--- src/rtl/key_mixer.sv ---
`default_nettype none
// ============================================================================
// Module   : key_mixer
// Purpose  : RC5/RC6 key-schedule mixer. It builds the S table from P/Q and
//            mixes it with the key words L, then serves S through a
//            registered read port.
// Revision : 1.0
// ============================================================================
module key_mixer #(
    parameter int W   = 32,
    parameter int T   = 26,
    parameter int C   = 4,
    parameter int LGW = 5,
    parameter int AW  = 5
) (
    input  logic          clk,
    input  logic          rst,
    input  logic [W-1:0]  pW,
    input  logic [W-1:0]  qW,
    input  logic [W-1:0]  l0,
    input  logic [W-1:0]  l1,
    input  logic [W-1:0]  l2,
    input  logic [W-1:0]  l3,
    input  logic          start,
    output logic          busy,
    output logic          done,
    input  logic [AW-1:0] s_addr,
    output logic [W-1:0]  s_data
);

    localparam int c_MIX_STEPS = 3 * ((T > C) ? T : C);
    localparam int c_KW        = $clog2(c_MIX_STEPS + 1);
    localparam int c_CW        = (C > 1) ? $clog2(C) : 1;

    localparam logic [AW-1:0]   c_I_LAST = AW'(T - 1);
    localparam logic [c_CW-1:0] c_J_LAST = c_CW'(C - 1);
    localparam logic [c_KW-1:0] c_K_LAST = c_KW'(c_MIX_STEPS - 1);
    localparam logic [AW:0]     c_T_LIM  = (AW + 1)'(T);

    typedef enum logic [1:0] {
        ST_IDLE = 2'd0,
        ST_INIT = 2'd1,
        ST_MIX  = 2'd2,
        ST_DONE = 2'd3
    } state_t;

    function automatic logic [W-1:0] rotl(input logic [W-1:0] x, input logic [LGW-1:0] r);
        logic [2*W-1:0] dbl;
        dbl = {x, x} << r;
        return dbl[2*W-1:W];
    endfunction

    state_t          state_q, state_d;
    logic [W-1:0]    a_q, a_d;
    logic [W-1:0]    b_q, b_d;
    logic [AW-1:0]   i_q, i_d;
    logic [c_CW-1:0] j_q, j_d;
    logic [c_KW-1:0] k_q, k_d;
    logic [W-1:0]    p_q, p_d;
    logic [W-1:0]    q_q, q_d;
    logic [W-1:0]    l_q [C];
    logic [W-1:0]    l_d [C];
    logic [W-1:0]    s_q [T];
    logic [W-1:0]    s_d [T];
    logic [W-1:0]    s_data_q, s_data_d;

    logic [W-1:0]    w_init;
    logic [W-1:0]    w_mix_a;
    logic [W-1:0]    w_ab;
    logic [W-1:0]    w_mix_b;

    // During INIT, A carries the previously written word so S[i-1] needs no extra read port.
    assign w_init  = (i_q == '0) ? p_q : (a_q + q_q);
    assign w_mix_a = rotl(s_q[i_q] + a_q + b_q, LGW'(3));
    assign w_ab    = w_mix_a + b_q;
    assign w_mix_b = rotl(l_q[j_q] + w_ab, w_ab[LGW-1:0]);

    assign busy   = (state_q == ST_INIT) || (state_q == ST_MIX);
    assign done   = (state_q == ST_DONE);
    assign s_data = s_data_q;

    always_comb begin
        state_d  = state_q;
        a_d      = a_q;
        b_d      = b_q;
        i_d      = i_q;
        j_d      = j_q;
        k_d      = k_q;
        p_d      = p_q;
        q_d      = q_q;
        l_d      = l_q;
        s_d      = s_q;
        s_data_d = ({1'b0, s_addr} < c_T_LIM) ? s_q[s_addr] : '0;

        case (state_q)
            ST_IDLE, ST_DONE: begin
                if (start) begin
                    state_d = ST_INIT;
                    p_d     = pW;
                    q_d     = qW;
                    l_d[0]  = l0;
                    l_d[1]  = l1;
                    l_d[2]  = l2;
                    l_d[3]  = l3;
                    i_d     = '0;
                end
            end
            ST_INIT: begin
                s_d[i_q] = w_init;
                a_d      = w_init;
                if (i_q == c_I_LAST) begin
                    state_d = ST_MIX;
                    a_d     = '0;
                    b_d     = '0;
                    i_d     = '0;
                    j_d     = '0;
                    k_d     = '0;
                end else begin
                    i_d = i_q + 1'b1;
                end
            end
            ST_MIX: begin
                s_d[i_q] = w_mix_a;
                l_d[j_q] = w_mix_b;
                a_d      = w_mix_a;
                b_d      = w_mix_b;
                i_d      = (i_q == c_I_LAST) ? '0 : i_q + 1'b1;
                j_d      = (j_q == c_J_LAST) ? '0 : j_q + 1'b1;
                k_d      = k_q + 1'b1;
                if (k_q == c_K_LAST) begin
                    state_d = ST_DONE;
                end
            end
            default: state_d = ST_IDLE;
        endcase
    end

    always_ff @(posedge clk) begin
        if (!rst) begin
            state_q  <= ST_IDLE;
            a_q      <= '0;
            b_q      <= '0;
            i_q      <= '0;
            j_q      <= '0;
            k_q      <= '0;
            s_data_q <= '0;
        end else begin
            state_q  <= state_d;
            a_q      <= a_d;
            b_q      <= b_d;
            i_q      <= i_d;
            j_q      <= j_d;
            k_q      <= k_d;
            s_data_q <= s_data_d;
        end
    end

    // Table and key storage keep their contents across reset; only updates are blocked.
    always_ff @(posedge clk) begin
        if (rst) begin
            s_q <= s_d;
            l_q <= l_d;
            p_q <= p_d;
            q_q <= q_d;
        end
    end

endmodule
`default_nettype wire

--- config.mk ---
export PLATFORM = sky130hd
export DESIGN_NAME = key_mixer
export DESIGN_NICKNAME = d
export VERILOG_FILES = /design/src/rtl/key_mixer.sv
export SDC_FILE = /design/constraint.sdc
export NUM_CORES = 2
export LEC_CHECK = 0
export ABC_AREA = 0
export BUFFER_PORTS_ARGS = -buffer_cell sky130_fd_sc_hd__buf_2
export CORE_UTILIZATION = 29
export DETAILED_ROUTE_END_ITERATION = 8
export MAX_ROUTING_LAYER = met4
export PLACE_DENSITY = 0.53
export REMOVE_ABC_BUFFERS = 1
export SYNTH_ARGS = -nofsm -noshare
export SYNTH_HDL_FRONTEND = slang
export SYNTH_SLANG_ARGS = --single-unit
--- constraint.sdc ---
create_clock -name clk -period 14.7 [get_ports clk]
set_input_delay 0 -clock clk [delete_from_list [all_inputs] [get_ports clk]]
set_output_delay 0 -clock clk [all_outputs]
set_load 0.05 [all_outputs]
=== Word-level counts from Yosys, hierarchy flattened ===
Index checks and enable logic that the tools add are counted.

* Output and inout port bits: 34
* Bits in registers: 1136
* Logic and storage cells: 117

* Equality and inequality tests: 9
* Muxes and demuxes: 36
* $lt $le $gt $ge: 6
* $add $sub $neg: 8
* Shift-type cells: 1
* Reductions and logical operators: 15
* Bitwise operators: 3

{| class="wikitable"
|+ Operator list
! operator !! number
|-
| 832-bit bitwise mux || 2
|-
| 832-bit one-hot mux with 2 select lines || 1
|-
| 32-bit 2-to-1 mux || 11
|-
| 32-bit binary-select mux with 5-bit select || 2
|-
| 128-bit one-hot mux with 2 select lines || 1
|-
| 32-bit adder || 5
|-
| 32-bit demux with 5-bit select || 1
|-
| 128-bit bitwise mux || 1
|-
| 128-bit 2-to-1 mux || 1
|-
| 32-bit one-hot mux with 2 select lines || 2
|-
| 32-bit binary-select mux with 2-bit select || 1
|-
| 32-bit demux with 2-bit select || 1
|-
| 64-bit by 5-bit << shifter with 64-bit output || 1
|-
| 7-bit one-hot mux with 2 select lines || 1
|-
| 6-bit >= comparator, second input constant || 2
|-
| 5-bit inverter with 6-bit output || 2
|-
| 2-bit 2-to-1 mux || 5
|-
| 5-bit 2-to-1 mux || 2
|-
| 5-bit one-hot mux with 2 select lines || 1
|-
| 3-bit AND reduction || 3
|-
| 7-bit by 1-bit adder with 7-bit output, second input constant || 1
|-
| 7-bit equality test, second input constant || 1
|-
| 7-bit 2-to-1 mux || 1
|-
| 2-bit equality test, second input constant || 3
|-
| other kinds (20) || 26
|}

=== Logic depth before layout (Yosys ltp) ===
* Depth in word-level cells: 11
* Gate-level depth with buffers: 50
* Gate-level depth less buffers: 45

=== Worst setup path after synthesis ===
Ideal clock, no wire load.

* Kind: register to register
* Start: register i_q[0]
* End: register l_q[20] (netlist bit), data pin
* Period minus slack after synthesis: 11623 ps
* Buffers on the path: 9
* Stages on the path, launching flop included: 42
* Setup slack: 3077 ps
* Arrival: 11360 ps
* Data required time: 14436 ps
* Cell sequence: dfxtp_1 buf_2 clkbuf_1 buf_2 clkbuf_1 buf_1 mux4_2 a21oi_1 o221ai_1 fa_1 ha_1 fa_1 a21o_1 a21oi_1 o21bai_1 a21oi_1 a211oi_1 o2bb2ai_1 (+6 left out) xnor2_1 inv_1 clkbuf_1 clkbuf_1 clkbuf_1 ha_1 buf_2 a211oi_1 nor4bb_1 or4b_1 o2111a_1 or3_1 and2_0 mux4_2 mux2i_2 nand2_2 a31oi_2 o2bb2ai_1

{| class="wikitable"
|+ RTL lines
! element !! RTL line !! source
|-
| from (decl) || 56 || <nowiki>logic [AW-1:0] i_q, i_d;</nowiki>
|-
| from (signal assigned) || 151 || <nowiki>i_q <= i_d;</nowiki>
|-
| to (signal assigned) || 162 || <nowiki>l_q <= l_d;</nowiki>
|-
| to (decl) || 61 || <nowiki>logic [W-1:0] l_q [C];</nowiki>
|}

==> flow_metrics.env <==
export IMPL_yosysSeqAreaShare=0.505
export IMPL_setup_viol=0
export IMPL_ys_flop_type="edfxtp_1"
export IMPL_crit_type="flip-flop to flip-flop"
export IMPL_synth_largest_area_cell="edfxtp_1"
export IMPL_htreeDepth=4
export IMPL_die_x_um=477
export IMPL_grt_pass1_vias=50393
export IMPL_status="completed"
export IMPL_ff2ff_setup_slack_ns=1.64
export IMPL_synth_edf_count=1024
export IMPL_yosys_cell_types_count=96
export IMPL_die_h_um=477
export IMPL_synthTopCellsByCount="edfxtp_1 (1,024), nor2_1 (1,008), clkbuf_1 (376), mux4_2 (358), a21oi_1 (314)"
export IMPL_crit_buf_inv=2
export IMPL_postCtsHoldBufs=340
export IMPL_ys_seq_elements=1136
export IMPL_core_um2=223000
export IMPL_cpMostUsedCell="o21ai_0"
export IMPL_synth_top_family_by_area="multiplexers"
export IMPL_netlist_area_um2=65300
export IMPL_r2r_end="l_q[113]"
export IMPL_synth_compound_gate_area_share=0.125
export IMPL_fin_skew_ns=0.0576
export IMPL_synthSimpleGateAreaFrac=0.115
export IMPL_async_flop_share=0
export IMPL_num_rows=173
export IMPL_slew_viol_final=0
export IMPL_arrival_ns=13.62
export IMPL_place_congestion=0.954
export IMPL_dr_total_vias=51538
export IMPL_cp_start_kind="flip-flop"
export IMPL_muxShareOfSynthArea=0.172
export IMPL_critPathCaptureType="flip-flop"
export IMPL_r2r_start="i_q[0]"
export IMPL_worst_slew_pin_slew_ns=1.35
export IMPL_slowest_stage="o32ai_1"
export IMPL_dr_pass1_iters=5
export IMPL_fin_cells=9059
export IMPL_cts_buffers=138
export IMPL_route_detailed_drc=0
export IMPL_clockRootBuffer="clkbuf_16"
export IMPL_syn_to_final_growth_pct=19.7
export IMPL_die_area_um2=227000
export IMPL_routed_wirelength_um=261000
export IMPL_gr_usage_all_layers=0.230
export IMPL_start_util=0.293
export IMPL_holdPathStages=3
export IMPL_grt_pass1_wl_um=371000
export IMPL_io_pins=234
export IMPL_timing_final_crit_share=0.889
export IMPL_synth_top_area_frac=0.471
export IMPL_layout_drive_gt1_share=0.186
export IMPL_r2r_cells=40
export IMPL_grt_overflow=0
export IMPL_cts_tree="yes"
export IMPL_synth_most_common_cell="edfxtp_1"
export IMPL_dp_cells=8465
export IMPL_synth_xor_area_share=0.0155
export IMPL_drt_iter0_drc=6062
export IMPL_synth_adder_area_share=0.0368
export IMPL_ant_nets=0
export IMPL_synth_avg_cell_area_um2=11.8
export IMPL_worstSkewPairLatency_ns=0.84
export IMPL_cp_max_fo=25
export IMPL_required_ns=15.26
export IMPL_cts_sinks=1136
export IMPL_hp_class="primary input to flip-flop"
export IMPL_dp_hpwl_um=177000
export IMPL_netlist_instances=5556
export IMPL_clock_fmax_mhz=76.6
export IMPL_critPathMaxStageDelay_ns=0.99
export IMPL_clockBufferDepth=3
export IMPL_grt_start_max_net_pins=98
export IMPL_via_per_inst=5.69
export IMPL_maxCapViolations=0
export IMPL_avgRoutedWirePerCell_um=28.9
export IMPL_relSlewSlack=0.101
export IMPL_io_buffers=233
export IMPL_nFillCells=21817
export IMPL_antenna_found_initial=4
export IMPL_cts_setup_buffers=0
export IMPL_crit_family="compound AO/OA/AOI/OAI gates"
export IMPL_fin_crit_ns=13.06
export IMPL_clk_pin_slew_ns=0.06
export IMPL_hold_viol=0
export IMPL_ys_warn_count=0
export IMPL_ctsResizeCount=0
export IMPL_rsz0062_at_grt="no"
export IMPL_min_from="l3[8]"
export IMPL_synthTopCellsByArea="edfxtp_1 (47%), mux4_2 (12%), nor2_1 (5.8%)"
export IMPL_hold_end="l_q[8]"
export IMPL_nets=6341
[final cells by class]
| cell class | instances | area, µm² | area share |
|---|---|---|---|
| multi-input combinational | 3887 | 30800 | 0.394 |
| timing repair buffer | 742 | 5910 | 0.0756 |
| antenna | 5 | 12.5 | 0.000160 |
| clock inverter | 74 | 761 | 0.00973 |
| clock buffer | 175 | 3690 | 0.0473 |
| inverter | 65 | 249 | 0.00319 |
| tap | 2975 | 3720 | 0.0476 |
| sequential | 1136 | 33000 | 0.422 |
[layout by cell type (no fill, tap or decap), types with 23 or more instances in the layout]
cell	synthesis	routed
a211oi_1	38	37
a21o_1	71	71
a21oi_1	314	310
a22oi_1	42	42
a31oi_1	36	36
and2_1	25	25
buf_2	13	229
buf_4	0	167
clkbuf_1	376	28
clkbuf_16	0	139
clkinv_2	0	23
dfxtp_1	112	105
dlygate4sd3_1	0	340
edfxtp_1	1024	1024
fa_1	35	34
ha_1	136	135
inv_1	61	60
mux2_2	31	31
mux2i_1	270	267
mux4_2	358	358
nand2_1	313	307
nand3_1	54	52
nor2_1	1008	976
nor2_4	0	30
nor2b_1	30	28
nor3_1	120	118
nor3b_1	76	76
o211ai_1	34	34
o21a_1	33	33
o21ai_0	163	163
o21bai_1	28	28
o221ai_1	103	102
o22ai_1	45	45
o2bb2ai_1	84	84
xnor2_1	73	71
xor2_1	37	36
[worst register-to-register path, delay by kind of cell (launching register included)]
family          cells  cell delay (ns)
xor+xnor            1             0.11
simple gates        4             0.94
buf+inv             2             0.60
flops               1             0.76
compound gates     28             8.31
fa+ha+maj           4             1.57
mux                 1             0.53
[through the flow]
step	hold slack, ns	utilization	setup slack, ns	setup TNS [ns]	instance area, µm²
floorplan	0.0989	-	-5.89	-929.91	63500
global placement	0.179	0.315	1.56	0	70300
detailed placement	0.179	0.315	1.63	0	70300
CTS	0.00112	0.351	1.57	0	78200
global route	0.0368	0.351	0.630	0	78200
finish	0.0592	0.351	1.64	0	78200
[flip-flops by register name, indices dropped and copies added, names as in the netlist]
register / flops
s_q: 832
l_q: 128
a_q: 32
b_q: 32
p_q: 32
q_q: 32
s_data: 32
k_q: 7
i_q: 5
j_q: 2
state_q: 2
[how the worst max path moves through the flow]
stage / cells past startpoint / to / slack (ns) / start
after global routing: 40 / l_q[97] / 0.63 / i_q[0]
after floorplan: 38 / l_q[28] / -5.89 / i_q[0]
final: 40 / l_q[113] / 1.64 / i_q[0]
after detailed placement: 40 / l_q[113] / 1.63 / i_q[0]
after CTS: 40 / l_q[113] / 1.57 / i_q[0]
after global placement: 40 / l_q[49] / 1.56 / i_q[0]
[cell families (layout without fill, tap and decap cells)]
group | Yosys count | in the layout
other cells | 0 | 5
flops | 1136 | 1136
buf+inv | 533 | 1056
simple gates | 1740 | 1740
fa+ha+maj | 171 | 171
xor+xnor | 112 | 112
mux | 664 | 664
compound gates | 1200 | 1200
[layer usage]
metal	GRT usage	share of wire
met1	0.295	0.41
met2	0.367	0.47
met5	-	0
met4	0.0735	0.033
met3	0.0409	0.083
Power is left out: the tool's default activity adds up to more than one toggle a clock period on the data nets, which glitch-free logic cannot reach.
